File: src/rtl/serial_add_nbit_pkg.sv
// Shared definitions for the bit-serial adder: FSM state encoding.
package serial_add_nbit_pkg;

  typedef enum logic [1:0] {
    ST_IDLE  = 2'd0,
    ST_SHIFT = 2'd1,
    ST_DONE  = 2'd2
  } state_t;

endpackage

File: src/rtl/serial_add_nbit_full_add.sv
// Gate-level 1-bit full-adder cell; the only arithmetic in the serial adder.
module full_add_1bit (
  input  logic a,
  input  logic b,
  input  logic cin,
  output logic sum,
  output logic cout
);

  logic ab_x;
  logic ab_a;
  logic c_a;

  xor g_x0 (ab_x, a, b);
  xor g_x1 (sum, ab_x, cin);
  and g_a0 (ab_a, a, b);
  and g_a1 (c_a, ab_x, cin);
  or  g_o0 (cout, ab_a, c_a);

endmodule

File: src/rtl/serial_add_nbit.sv
// Bit-serial WIDTH-bit adder, LSB first, around a single full-adder cell and
// a carry flip-flop. One sum bit per clock; result presented with a done pulse.
module serial_add_nbit
  import serial_add_nbit_pkg::*;
#(
  parameter int WIDTH = 8
) (
  input  logic             clk,
  input  logic             rst,
  input  logic             start,
  input  logic [WIDTH-1:0] a,
  input  logic [WIDTH-1:0] b,
  input  logic             cin,
  output logic             busy,
  output logic             done,
  output logic [WIDTH-1:0] sum,
  output logic             cout
);

  localparam int CNT_W = $clog2(WIDTH);
  localparam logic [CNT_W-1:0] CNT_LAST = CNT_W'(WIDTH - 1);

  state_t           state_q, state_d;
  logic [WIDTH-1:0] a_sr_q, a_sr_d;
  logic [WIDTH-1:0] b_sr_q, b_sr_d;
  logic [WIDTH-1:0] res_q, res_d;
  logic [WIDTH-1:0] sum_q, sum_d;
  logic             carry_q, carry_d;
  logic             cout_q, cout_d;
  logic [CNT_W-1:0] cnt_q, cnt_d;

  logic fa_sum;
  logic fa_cout;
  logic accept;

  full_add_1bit u_fa (
    .a    (a_sr_q[0]),
    .b    (b_sr_q[0]),
    .cin  (carry_q),
    .sum  (fa_sum),
    .cout (fa_cout)
  );

  // A new start is taken in IDLE and also in DONE, giving back-to-back operation.
  assign accept = start && ((state_q == ST_IDLE) || (state_q == ST_DONE));

  always_comb begin
    state_d = state_q;
    a_sr_d  = a_sr_q;
    b_sr_d  = b_sr_q;
    res_d   = res_q;
    sum_d   = sum_q;
    carry_d = carry_q;
    cout_d  = cout_q;
    cnt_d   = cnt_q;

    case (state_q)
      ST_IDLE: state_d = ST_IDLE;
      ST_SHIFT: begin
        a_sr_d  = {1'b0, a_sr_q[WIDTH-1:1]};
        b_sr_d  = {1'b0, b_sr_q[WIDTH-1:1]};
        res_d   = {fa_sum, res_q[WIDTH-1:1]};
        carry_d = fa_cout;
        cnt_d   = cnt_q + 1'b1;
        if (cnt_q == CNT_LAST) begin
          // Outputs load with the final bit already shifted in.
          state_d = ST_DONE;
          sum_d   = {fa_sum, res_q[WIDTH-1:1]};
          cout_d  = fa_cout;
        end
      end
      ST_DONE: state_d = ST_IDLE;
      default: state_d = ST_IDLE;
    endcase

    if (accept) begin
      state_d = ST_SHIFT;
      a_sr_d  = a;
      b_sr_d  = b;
      carry_d = cin;
      cnt_d   = '0;
    end
  end

  always_ff @(posedge clk or posedge rst) begin
    if (rst) begin
      state_q <= ST_IDLE;
      a_sr_q  <= '0;
      b_sr_q  <= '0;
      res_q   <= '0;
      sum_q   <= '0;
      carry_q <= 1'b0;
      cout_q  <= 1'b0;
      cnt_q   <= '0;
    end else begin
      state_q <= state_d;
      a_sr_q  <= a_sr_d;
      b_sr_q  <= b_sr_d;
      res_q   <= res_d;
      sum_q   <= sum_d;
      carry_q <= carry_d;
      cout_q  <= cout_d;
      cnt_q   <= cnt_d;
    end
  end

  assign busy = (state_q == ST_SHIFT);
  assign done = (state_q == ST_DONE);
  assign sum  = sum_q;
  assign cout = cout_q;

endmodule
File: config.mk
export PLATFORM = sky130hd
export DESIGN_NAME = serial_add_nbit
export DESIGN_NICKNAME = d
export VERILOG_FILES = /design/src/rtl/serial_add_nbit_pkg.sv /design/src/rtl/serial_add_nbit_full_add.sv /design/src/rtl/serial_add_nbit.sv
export SDC_FILE = /design/constraint.sdc
export NUM_CORES = 1
export LEC_CHECK = 0
export ABC_AREA = 1
export BUFFER_PORTS_ARGS = -buffer_cell sky130_fd_sc_hd__buf_2
export CAP_MARGIN = 25
export CELL_PAD_IN_SITES_DETAIL_PLACEMENT = 0
export CELL_PAD_IN_SITES_GLOBAL_PLACEMENT = 2
export CORE_MARGIN = 1
export CORE_UTILIZATION = 30
export DETAILED_ROUTE_END_ITERATION = 12
export GPL_TIMING_DRIVEN = 0
export HOLD_SLACK_MARGIN = 0.06
export PLACE_DENSITY = 0.76
export RECOVER_POWER = 25
export SLEW_MARGIN = 10
export SYNTH_ARGS = -nofsm -noshare
export SYNTH_HDL_FRONTEND = slang
export SYNTH_SLANG_ARGS = --single-unit
File: constraint.sdc
create_clock -name clk -period 2.8 [get_ports clk]
set_input_delay 0.7 -clock clk [delete_from_list [all_inputs] [get_ports clk]]
set_output_delay 0.7 -clock clk [all_outputs]
set_load 0.005 [all_outputs]
# ---- Word-level counts from Yosys, hierarchy flattened
# Index checks and enable logic that the tools add are counted.
# Widths: inputs -> output; s select.
dict set report word_totals {
  ff_bits 39
  out_inout_bits 11
}
dict set report classes {
  n_addsub 1
  eq_ne 4
  n_bitwise 5
  n_reduce_logical 5
  mux 11
}
# operator n
set ops {}
lappend ops {{$mux 8} 4}
lappend ops {{$mux 2} 3}
lappend ops {{$mux 3} 2}
lappend ops {{$add 3x1->3 const B} 1}
lappend ops {{$eq 3x3->1 const B} 1}
lappend ops {{$ne 3x1->1 const B} 1}
lappend ops {{$and 1x1->1} 2}
lappend ops {{$eq 2x1->1 const B} 1}
lappend ops {{$eq 2x2->1 const B} 1}
lappend ops {{$logic_not 2->1} 1}
lappend ops {{$mux 1} 2}
lappend ops {{$reduce_and 2->1} 1}
lappend ops {{$reduce_bool 2->1} 1}
lappend ops {{$xor 1x1->1} 2}
lappend ops {{$logic_and 1x1->1} 1}
lappend ops {{$logic_or 1x1->1} 1}
lappend ops {{$or 1x1->1} 1}

# ---- Logic depth before layout (Yosys ltp)
# Gate-level depths: netlist of the first run.
dict set report depth {
  word_depth 5
  mapped_depth 8
  ltp_nobuf 6
}

# ---- Cells and area by module
# Synthesis of the first run repeated with hierarchy kept, for this count alone.
dict set report unflattened {
  cells_unflattened 212
  hier_area_um2 1760.4
}
# mod cells_per_inst instances seq_area_each_um2 area_each_um2
set modules_own_cells {}
lappend modules_own_cells {serial_add_nbit 211 1 950.9 1740.4}
lappend modules_own_cells {full_add_1bit 1 1 0.0 20.0}

# ---- Worst setup path after synthesis of the first run
# Ideal clock, no wire load.
dict set report synth_path {
  kind {register -> output}
  start {register state_q[1]}
  end {output port done}
  setup_slack_ns 1.293
  path_stages_with_launch 4
  path_buffers 1
  arrival_ns 0.807
  path_cell_list {dfrtp_1 > inv_1 > clkbuf_1 > nor2_1}
}
dict set report synth_between {
  elab_chain_len 1
}
# item line
set synth_lines {}
lappend synth_lines {{start: declaration} serial_add_nbit.sv:23} ;# state_t state_q, state_d;
lappend synth_lines {{start signal: assignment} serial_add_nbit.sv:96} ;# state_q <= state_d;
lappend synth_lines {{$eq 2x2->1} serial_add_nbit.sv:108} ;# assign done = (state_q == ST_DONE);
lappend synth_lines {{end: declaration} serial_add_nbit.sv:15} ;# output logic done,
# No other way between the ends.

==> run_results.csv, run 1 <==
group,metric,value,unit
critical_path,cp_data_arrival_time,2.25,ns
critical_path,rr_endpoint,"sum[7]",
timing,finalHoldViolCount,0,
clock_network,postCtsSetupBuffers,0,
power,pwr-share-seq,0.417,
power,p_leak,1.17,nW
clock_network,htreeDepth,2,
grt,grt_overflow_total,0,
critical_path,r2r-start,"cnt_q[0]",
grt,grt_use_total,0.133,
run,drv_cap,0,
clock_network,numCtsBuffers,5,
layout,fin_cells,323,
min_path,hp-class,"in2async",
floorplanning,rows,27,
layout,fill_cells,587,
clock_network,clk_path_buf_depth,2,
floorplanning,core_area,5510,sq um
clock_network,cts.sinks,38,
power,powerDensity,1090,nW/um^2
grt,grt_antenna_before_repair,0,
floorplanning,pin_count,31,
critical_path,worstSetupEndpoint,"cnt_q[2]",
timing,clock_skew,0.00532,ns
yosys,synth_warnings,0,
detailed_routing,wirelength,3570,microns
clock_network,cts_tree,"done",
critical_path,reg2regPathDepth,6,
timing,setup_violations,0,
timing,timing.final.crit_share,0.747,
detailed_routing,wl_per_cell,11.0,microns
timing,max_freq,478,MHz
yosys,ys_ff_latch,38,
power,p_int,0.00140,W
yosys,synth.yosys.seq_area_share,0.552,
layout,drive_above_1_share,0.191,
layout,areaGrowthSynthToFinish,20.3,%
place,place_inst,315,
clock_network,cts_resized,0,
timing,drv_slew,0,
critical_path,path_class,"in2async",
floorplanning,start_util,0.313,
layout,nets,273,
timing,period_needed,2.09,ns
detailed_routing,drc_errors,0,
power,combPwrFrac,0.389,
timing,fin_setup_tns,0,ns
yosys,synthesis.nets,236,
yosys,ys_top_cells_by_area,"dfrtp_1 55%, nand2_1 19%, inv_1 7.0%",
grt,grt_max_degree,27,
layout,multi_input_area,603,sq um
critical_path,crit_start,"rst",
power,power.switching,0.000866,W
critical_path,rrSetupSlack,1.35,ns
detailed_routing,first_pass_iters,4,
floorplanning,dieWidth,77.8,microns
yosys,ys_types,18,
detailed_routing,vias,1358,
detailed_routing,drt_iter0_drc,67,
detailed_routing,routed_via_density,4.20,
place,port_buffers,29,
clock_network,clk_latency,0.28,ns
timing,grt_setup_unrepaired,"false",
critical_path,cp_max_fo,26,
floorplanning,fp.dieH,77.8,microns
place,gp_congestion,0.681,
status,status,"finished clean",
power,peakVddDrop,330,uV
yosys,synth_top_area_frac,0.552,
timing,worst_pin_slew,1.42,ns
timing,slew_headroom,0.0520,
place,dpl.hpwl,2530,microns
grt,grt_pass1_wl,6100,microns
layout,diodes,0,
grt,first_global_vias,1300,
yosys,yosysTopAreaCell,"dfrtp_1",
clock_network,clk_pin_slew_worst_paths,0.07,ns
layout,regArea,951,sq um
yosys,syn_inst,213,
clock_network,cts-root-buf,"clkbuf_8",
critical_path,worst_setup_path_start_kind,"input port",
yosys,syn-cell-area,1720,sq um
clock_network,postCtsHoldBufs,0,
critical_path,cp-end-kind,"async pin",
power,p_clk_frac,0.194,
floorplanning,die_area,6050,sq um
power,switching_share,0.383,
critical_path,cp.required,2.95,ns
detailed_routing,ant_nets,0,
yosys,avgSynthCellArea,8.09,sq um
==> synthesized netlist by cell type <==
cell type  number
nor2_1          5
dfrtp_1        38
nand2_1        85
inv_2           1
nand3_1        20
o21ai_0         9
a21oi_1         1
fa_1            1
inv_4           1
nor2_4          1
nand2_4         1
o21ai_1         7
buf_2           4
ha_1            2
buf_6           1
clkbuf_1        2
nand2_2         2
inv_1          32
==> worst min-delay path by stage <==
stage,endpoint,slack [ns],depth (start not counted)
2_1_floorplan,b_sr_q[6],0.44,2
3_3_place_gp,b_sr_q[6],0.46,2
3_5_place_dp,b_sr_q[7],0.46,2
4_1_cts,sum[0],0.35,2
5_1_grt,sum[0],0.45,2
6_report,a_sr_q[2],0.42,2
==> layer usage <==
metal | wire (microns) | GRT usage
met1 | 1780 | 0.179
met2 | 1650 | 0.197
met3 | 117 | 0.0424
met4 | 23 | 0.0509
met5 | 0 | 0
==> cell families after synthesis <==
kind of cell,count (synthesis),share of synthesized area
adders and majority gates,3,0.0261
DFF,38,0.552
AOI/OAI and AO/OA,17,0.0494
and+or+nand+nor,114,0.275
buffers and inverters,41,0.0980
==> cell usage in the layout, fill, tap and decap left out, drive strengths merged <==
cell	n
ha	2
nand3	20
nor2	6
buf	34
inv	34
o21ai	16
nand2	88
fa	1
dfrtp	38
clkbuf	11
a21oi	1
==> cell type report <==
type / instances / area share
sequential: 38 / 0.459
inverter: 34 / 0.0628
tap: 72 / 0.0435
timing repair buffer: 30 / 0.0719
clock buffer: 8 / 0.0531
multi-input combinational: 134 / 0.291
buffer: 7 / 0.0187
==> worst max-delay path, stage by stage <==
cell	delay, ns
buf_2	0.09
inv_1	0.35
clkbuf_1	1.09
==> sequential cells by signal (all words and copies together) (netlist names) <==
register	cells
res_q	7
cout	1
state_q	2
cnt_q	3
carry_q	1
sum	8
b_sr_q	8
a_sr_q	8
==> power by group through the flow <==
stage	logic (W)	registers, W	clock network, W
floorplan	0.000648	0.000935	0
global placement	0.000895	0.000951	0
detailed placement	0.000905	0.000955	0
CTS	0.000911	0.000945	0.000459
global route	0.00104	0.000980	0.000477
finish	0.000880	0.000943	0.000438
==> stage by stage <==
| step | hold slack, ns | setup slack (ns) | utilization | total power (W) | cell area (sq um) |
|---|---|---|---|---|---|
| after floorplan | 0.442 | 1.24 | - | 0.00158 | 1720 |
| after global placement | 0.456 | 0.628 | 0.356 | 0.00185 | 1960 |
| after detailed placement | 0.462 | 1.04 | 0.359 | 0.00186 | 1980 |
| after CTS | 0.350 | 0.702 | 0.379 | 0.00232 | 2090 |
| after global routing | 0.450 | 0.314 | 0.376 | 0.00250 | 2070 |
| final | 0.418 | 0.707 | 0.376 | 0.00226 | 2070 |
No activity file was read; power rests on OpenSTA's default activity.
==> run 2, diff against run 1 <==
--- a/config.mk
+++ b/config.mk
@@ -5,7 +5,7 @@
 export SDC_FILE = /design/constraint.sdc
 export NUM_CORES = 1
 export LEC_CHECK = 0
-export ABC_AREA = 1
+export ABC_AREA = 0
 export BUFFER_PORTS_ARGS = -buffer_cell sky130_fd_sc_hd__buf_2
 export CAP_MARGIN = 25
 export CELL_PAD_IN_SITES_DETAIL_PLACEMENT = 0
@@ -15,7 +15,7 @@
 export DETAILED_ROUTE_END_ITERATION = 12
 export GPL_TIMING_DRIVEN = 0
 export HOLD_SLACK_MARGIN = 0.06
-export PLACE_DENSITY = 0.76
+export PLACE_DENSITY = 0.73
 export RECOVER_POWER = 25
 export SLEW_MARGIN = 10
 export SYNTH_ARGS = -nofsm -noshare
==> constraint.sdc (replaced) <==
create_clock -name clk -period 1.73 [get_ports clk]
set_input_delay 0.4325 -clock clk [delete_from_list [all_inputs] [get_ports clk]]
set_output_delay 0.4325 -clock clk [all_outputs]
set_load 0.005 [all_outputs]
==> run 2 against run 1 <==
Sequential power increased by 66%. Worst setup slack worse by 0.64 ns. Critical path depth up 1. Routed wire length is 7.0% lower. Via count is 17% lower. Critical endpoint is now busy. Largest cell class unchanged. Highest routed layer unchanged.
==> run_results.csv, run 2 <==
group,metric,value,unit
timing,fin_ws,0.0700,ns
yosys,ys_top_cells_by_area,"dfrtp_1 59%, mux2_4 8.4%, o22ai_1 5.4%",
clock_network,cts.sinks,38,
critical_path,worst_setup_path_start_kind,"flop",
run,drv_cap,0,
yosys,synthesis.nets,165,
place,place_area,1850,sq um
timing,grt_setup_unrepaired,"false",
timing,clock_skew,0.00544,ns
timing,finalHoldViolCount,0,
detailed_routing,wirelength,3320,microns
layout,fill_cells,550,
yosys,yosysMostFrequentCell,"dfrtp_1",
timing,timing.final.crit_share,0.960,
layout,areaGrowthSynthToFinish,22.5,%
place,place_inst,242,
clock_network,cts-root-buf,"clkbuf_8",
layout,layout_common_cells,"38 x dfrtp_1, 35 x buf_2, 21 x nand2_1",
detailed_routing,wl_per_cell,13.3,microns
yosys,synthMuxAreaShare,0.0901,
place,port_buffers,30,
yosys,synth-edff-count,0,
power,pwr-share-seq,0.416,
critical_path,path_class,"reg2out",
detailed_routing,drt_iter0_drc,128,
yosys,synth_warnings,0,
yosys,synth_common_cells,"38 x dfrtp_1, 21 x nand2_1, 15 x nor2_1, 14 x nor3_1, 14 x o22ai_1",
power,switching_share,0.354,
detailed_routing,first_pass_iters,4,
layout,diodes,0,
floorplanning,dieWidth,75.3,microns
layout,multi_input_area,597,sq um
critical_path,crit_family,"flip-flops",
grt,grt_overflow_total,0,
detailed_routing,ant_nets,0,
yosys,synth_top_area_frac,0.591,
grt,grt_pass1_wl,5500,microns
timing,finalHoldWorstSlack,0.292,ns
grt,grt_use_total,0.134,
floorplanning,core_area,5140,sq um
yosys,syn_inst,142,
critical_path,cp-end-kind,"output pin",
yosys,avgSynthCellArea,11.3,sq um
power,p_clk_frac,0.190,
critical_path,cp_data_arrival_time,1.23,ns
power,power.switching,0.00133,W
place,dpl.hpwl,2300,microns
yosys,synth_top_family_by_area,"simple AND/OR/NAND/NOR gates",
place,gp_congestion,0.721,
timing,drv_slew,0,
yosys,synthArstFlopShare,1.00,
floorplanning,rows,26,
detailed_routing,vias,1131,
detailed_routing,routed_via_density,4.52,
floorplanning,fp.dieH,75.3,microns
critical_path,cp.required,1.30,ns
detailed_routing,drc_errors,0,
yosys,yosysTopAreaCell,"dfrtp_1",
yosys,ys_types,23,
timing,worst_pin_slew,0.792,ns
critical_path,cp_num_buf_inv,3,
yosys,syn-cell-area,1610,sq um
clock_network,cts_tree,"done",
layout,nets,202,
timing,setup_violations,0,
power,p_leak,0.975,nW
yosys,synth.yosys.seq_area_share,0.591,
critical_path,crit_path_max_incr_delay,0.40,ns
grt,grt_antenna_before_repair,0,
grt,grt_max_degree,39,
yosys,synth_compound_area_frac,0.0901,
power,peakVddDrop,547,uV
layout,final_core_util,0.384,
critical_path,cp_max_fo,17,
clock_network,clk_latency,0.29,ns
layout,drive_above_1_share,0.322,
yosys,ys_ff_latch,38,
clock_network,clk_pin_slew_worst_paths,0.08,ns
layout,fin_cells,250,
floorplanning,start_util,0.313,
yosys,yosys.area_share.simple,0.162,
power,powerDensity,1910,nW/um^2
grt,first_global_vias,1146,
layout,final_common_cell,"dfrtp_1",
floorplanning,die_area,5660,sq um
critical_path,crit_path_top_delay_cell,"dfrtp_1",
clock_network,htreeDepth,2,
timing,max_freq,602,MHz
floorplanning,pin_count,31,
power,p_int,0.00243,W
yosys,synthXorXnorAreaFrac,0,
place,dp_slack,0.105,ns
timing,slew_headroom,0.472,
layout,regArea,951,sq um
yosys,yosys.area_share.adder,0.0280,
timing,period_needed,1.66,ns
critical_path,path_cells,"nand2b_1 > buf_6 > clkinv_8 > buf_2",
yosys,ys.flop_type,"dfrtp_1",
clock_network,numCtsBuffers,5,
min_path,hp-class,"in2async",
clock_network,clk_path_buf_depth,2,
layout,stdcell_area,1970,sq um
clock_network,postCtsHoldBufs,0,
power,combPwrFrac,0.394,
status,status,"finished clean",
run 2: kinds of logic after synthesis:
group / Yosys count
AOI/OAI and AO/OA: 22
adders and majority gates: 3
buffers and inverters: 12
DFF: 38
muxes: 10
and+or+nand+nor: 57
run 2: metal layers:
metal / wire length, microns / GRT usage / vias up
met3: 139 / 0.0281 / 5
met1: 1530 / 0.179 / 535
met4: 68 / 0.0741 / 0
met5: 0 / 0 / -
li1: - / - / 564
met2: 1590 / 0.202 / 27
run 2: final cells by class:
| cell class | count | area share |
|---|---|---|
| sequential | 38 | 0.482 |
| multi-input combinational | 92 | 0.303 |
| timing repair buffer | 31 | 0.0799 |
| clock buffer | 8 | 0.0558 |
| tap | 70 | 0.0444 |
| buffer | 8 | 0.0228 |
| inverter | 3 | 0.0121 |
run 2: what timing repair did:
action | CTS | global route
endpoints found under the setup margin | 1 | 1
pin swaps | 0 | 0
resized for setup | 1 | 1
setup buffers | 0 | 1
run 2: per-stage QoR:
step / total power (W) / setup TNS, ns
after floorplan: 0.00262 / 0
after global placement: 0.00299 / -1.46
after detailed placement: 0.00306 / 0
after CTS: 0.00378 / 0
after global routing: 0.00405 / 0
final: 0.00376 / 0
run 2: worst register-to-register path: cells and delay by family, from the launching register on:
family	cells	cell delay (ns)
fa+ha+maj	2	0.46
flops	1	0.40
mux	1	0.32
simple gates	1	0.15
run 2: worst paths after layout:
check / from / to / slack [ns] / cells after the start
setup / recovery: state_q[1] / busy / 0.07 / 4
hold / removal: rst / a_sr_q[2] / 0.29 / 2
setup reg to reg: cnt_q[0] / sum[4] / 0.29 / 4
hold reg to reg: res_q[1] / res_q[1] / 0.48 / 2
max in group asynchronous: rst / a_sr_q[7] / 0.94 / 2
min in group clk: a[7] / a_sr_q[7] / 0.38 / 2
run 2: power by group through the flow:
stage	combinational [W]	sequential [W]	clock (W)
global route	0.00167	0.00162	0.000758
CTS	0.00148	0.00158	0.000729
floorplan	0.00107	0.00154	0
global placement	0.00142	0.00157	0
finish	0.00148	0.00157	0.000713
detailed placement	0.00146	0.00160	0
==> run 3, diff against run 2 <==
--- a/config.mk
+++ b/config.mk
@@ -15,7 +15,7 @@
 export DETAILED_ROUTE_END_ITERATION = 12
 export GPL_TIMING_DRIVEN = 0
 export HOLD_SLACK_MARGIN = 0.06
-export PLACE_DENSITY = 0.73
+export PLACE_DENSITY = 0.7
 export RECOVER_POWER = 25
 export SLEW_MARGIN = 10
 export SYNTH_ARGS = -nofsm -noshare
==> constraint.sdc (replaced) <==
create_clock -name clk -period 2 [get_ports clk]
set_input_delay 0.5 -clock clk [delete_from_list [all_inputs] [get_ports clk]]
set_output_delay 0.5 -clock clk [all_outputs]
set_load 0.005 [all_outputs]
==> run 3 against run 2 <==
The run now ends with max-capacitance violations left. Combinational power is 17% lower. Sequential share of layout area is 0.46 points higher. Routed wire length up 3.9%. Non-clock buffer count down 1. Core utilization decreased by 0.37 points. Critical path depth unchanged. Worst setup slack gained 0.11 ns. Via count is 1.1% higher. Global-route usage is 0.89 points higher. Critical endpoint unchanged.
==> run_results.csv, run 3 (same netlist as run 2, synthesis figures left out) <==
group,metric,value,unit
status,status,"finished, violations left",
status,violations,"max-capacitance violations",
clock_network,cts.sinks,38,
clock_network,htreeDepth,2,
place,place_area,1850,sq um
detailed_routing,vias,1143,
layout,nets,201,
power,p_clk_frac,0.191,
power,combPwrFrac,0.384,
layout,final_core_util,0.380,
grt,grt_max_degree,39,
run,drv_cap,1,
layout,final_common_cell,"dfrtp_1",
grt,grt_use_total,0.142,
timing,worst_pin_slew,1.49,ns
clock_network,numCtsBuffers,5,
floorplanning,pin_count,31,
clock_network,cts_resized,0,
clock_network,clk_pin_slew_worst_paths,0.07,ns
power,power.switching,0.00114,W
timing,slew_headroom,0.00387,
layout,areaGrowthSynthToFinish,21.3,%
place,port_buffers,30,
grt,first_global_vias,1170,
grt,grt_pass1_wl,5810,microns
critical_path,cp-end-kind,"output pin",
place,gp_congestion,0.719,
timing,setup_violations,0,
critical_path,path_class,"reg2out",
power,peakVddDrop,485,uV
timing,period_needed,1.82,ns
timing,drv_slew,0,
timing,clock_skew,0.00462,ns
power,p_leak,0.968,nW
min_path,hp-class,"in2reg",
clock_network,cts-root-buf,"clkbuf_8",
floorplanning,dieWidth,75.3,microns
clock_network,clk_latency,0.29,ns
critical_path,cp_data_arrival_time,1.32,ns
floorplanning,die_area,5660,sq um
detailed_routing,ant_nets,0,
critical_path,cp.required,1.50,ns
detailed_routing,drc_errors,0,
layout,layout_common_cells,"38 x dfrtp_1, 35 x buf_2, 21 x nand2_1",
layout,regArea,951,sq um
timing,timing.final.crit_share,0.908,
floorplanning,rows,26,
power,pwr-share-seq,0.425,
grt,grt_antenna_before_repair,0,
layout,diodes,0,
critical_path,cp_max_fo,17,
clock_network,clk_path_buf_depth,2,
power,switching_share,0.355,
clock_network,cts_tree,"done",
detailed_routing,wl_per_cell,13.9,microns
grt,grt_overflow_total,0,
detailed_routing,first_pass_iters,4,
layout,drive_above_1_share,0.313,
detailed_routing,drt_iter0_drc,63,
power,powerDensity,1650,nW/um^2
floorplanning,core_area,5140,sq um
critical_path,worst_setup_path_start_kind,"flop",
detailed_routing,routed_via_density,4.59,
timing,max_freq,551,MHz
floorplanning,start_util,0.313,
layout,fill_cells,550,
layout,stdcell_area,1950,sq um
floorplanning,fp.dieH,75.3,microns
layout,multi_input_area,597,sq um
timing,finalHoldViolCount,0,
timing,grt_setup_unrepaired,"false",
timing,fin_setup_tns,0,ns
power,p_int,0.00207,W
place,dpl.hpwl,2300,microns
detailed_routing,wirelength,3450,microns
[run 3: final timing paths]
path	start	endpoint	slack, ns	cells after the start
setup / recovery	state_q[0]	busy	0.18	4
hold / removal	a[7]	a_sr_q[7]	0.44	2
setup reg to reg	state_q[0]	sum[0]	0.54	5
hold reg to reg	res_q[1]	res_q[1]	0.49	2
max in group asynchronous	rst	sum[2]	0.48	2
min in group asynchronous	rst	a_sr_q[2]	0.65	2
[run 3: area by class of cell]
| class | instances | area share |
|---|---|---|
| multi-input combinational | 92 | 0.306 |
| sequential | 38 | 0.487 |
| tap | 70 | 0.0448 |
| clock buffer | 8 | 0.0564 |
| timing repair buffer | 30 | 0.0769 |
| buffer | 8 | 0.0211 |
| inverter | 3 | 0.00833 |
[run 3: power by group through the flow]
stage / combinational [W] / clock (W) / sequential, W
2_1_floorplan: 0.000929 / 0 / 0.00133
3_3_place_gp: 0.00123 / 0 / 0.00136
3_5_place_dp: 0.00127 / 0 / 0.00138
4_1_cts: 0.00126 / 0.000632 / 0.00137
5_1_grt: 0.00142 / 0.000664 / 0.00142
6_report: 0.00123 / 0.000616 / 0.00137
[run 3: routing by layer]
| layer | vias to the layer above | global-route usage | part of all wire |
|---|---|---|---|
| li1 | 568 | - | - |
| met1 | 546 | 0.195 | 0.50 |
| met2 | 24 | 0.208 | 0.44 |
| met3 | 5 | 0.0402 | 0.045 |
| met4 | 0 | 0.0679 | 0.020 |
| met5 | - | 0 | 0 |
[run 3: worst max-delay path, stage by stage (launching register included)]
cell and delay [ns]:
dfrtp_1 0.43, nand2b_1 0.09, buf_4 0.17, clkinv_4 0.16
buf_2 0.17
[run 3: per-stage QoR]
stage	worst slack, ns	power [W]	cells	hold WS (ns)
after floorplan	0.582	0.00226	142	0.446
after global placement	0.0898	0.00259	242	0.462
after detailed placement	0.298	0.00265	242	0.473
after CTS	0.166	0.00326	249	0.387
after global routing	0.0955	0.00350	249	0.434
final	0.185	0.00322	249	0.435
[run 3: what timing repair did]
item                                    CTS  global route
hold buffers                              0             0
endpoints found under the setup margin    1             0
setup buffers                             0             0
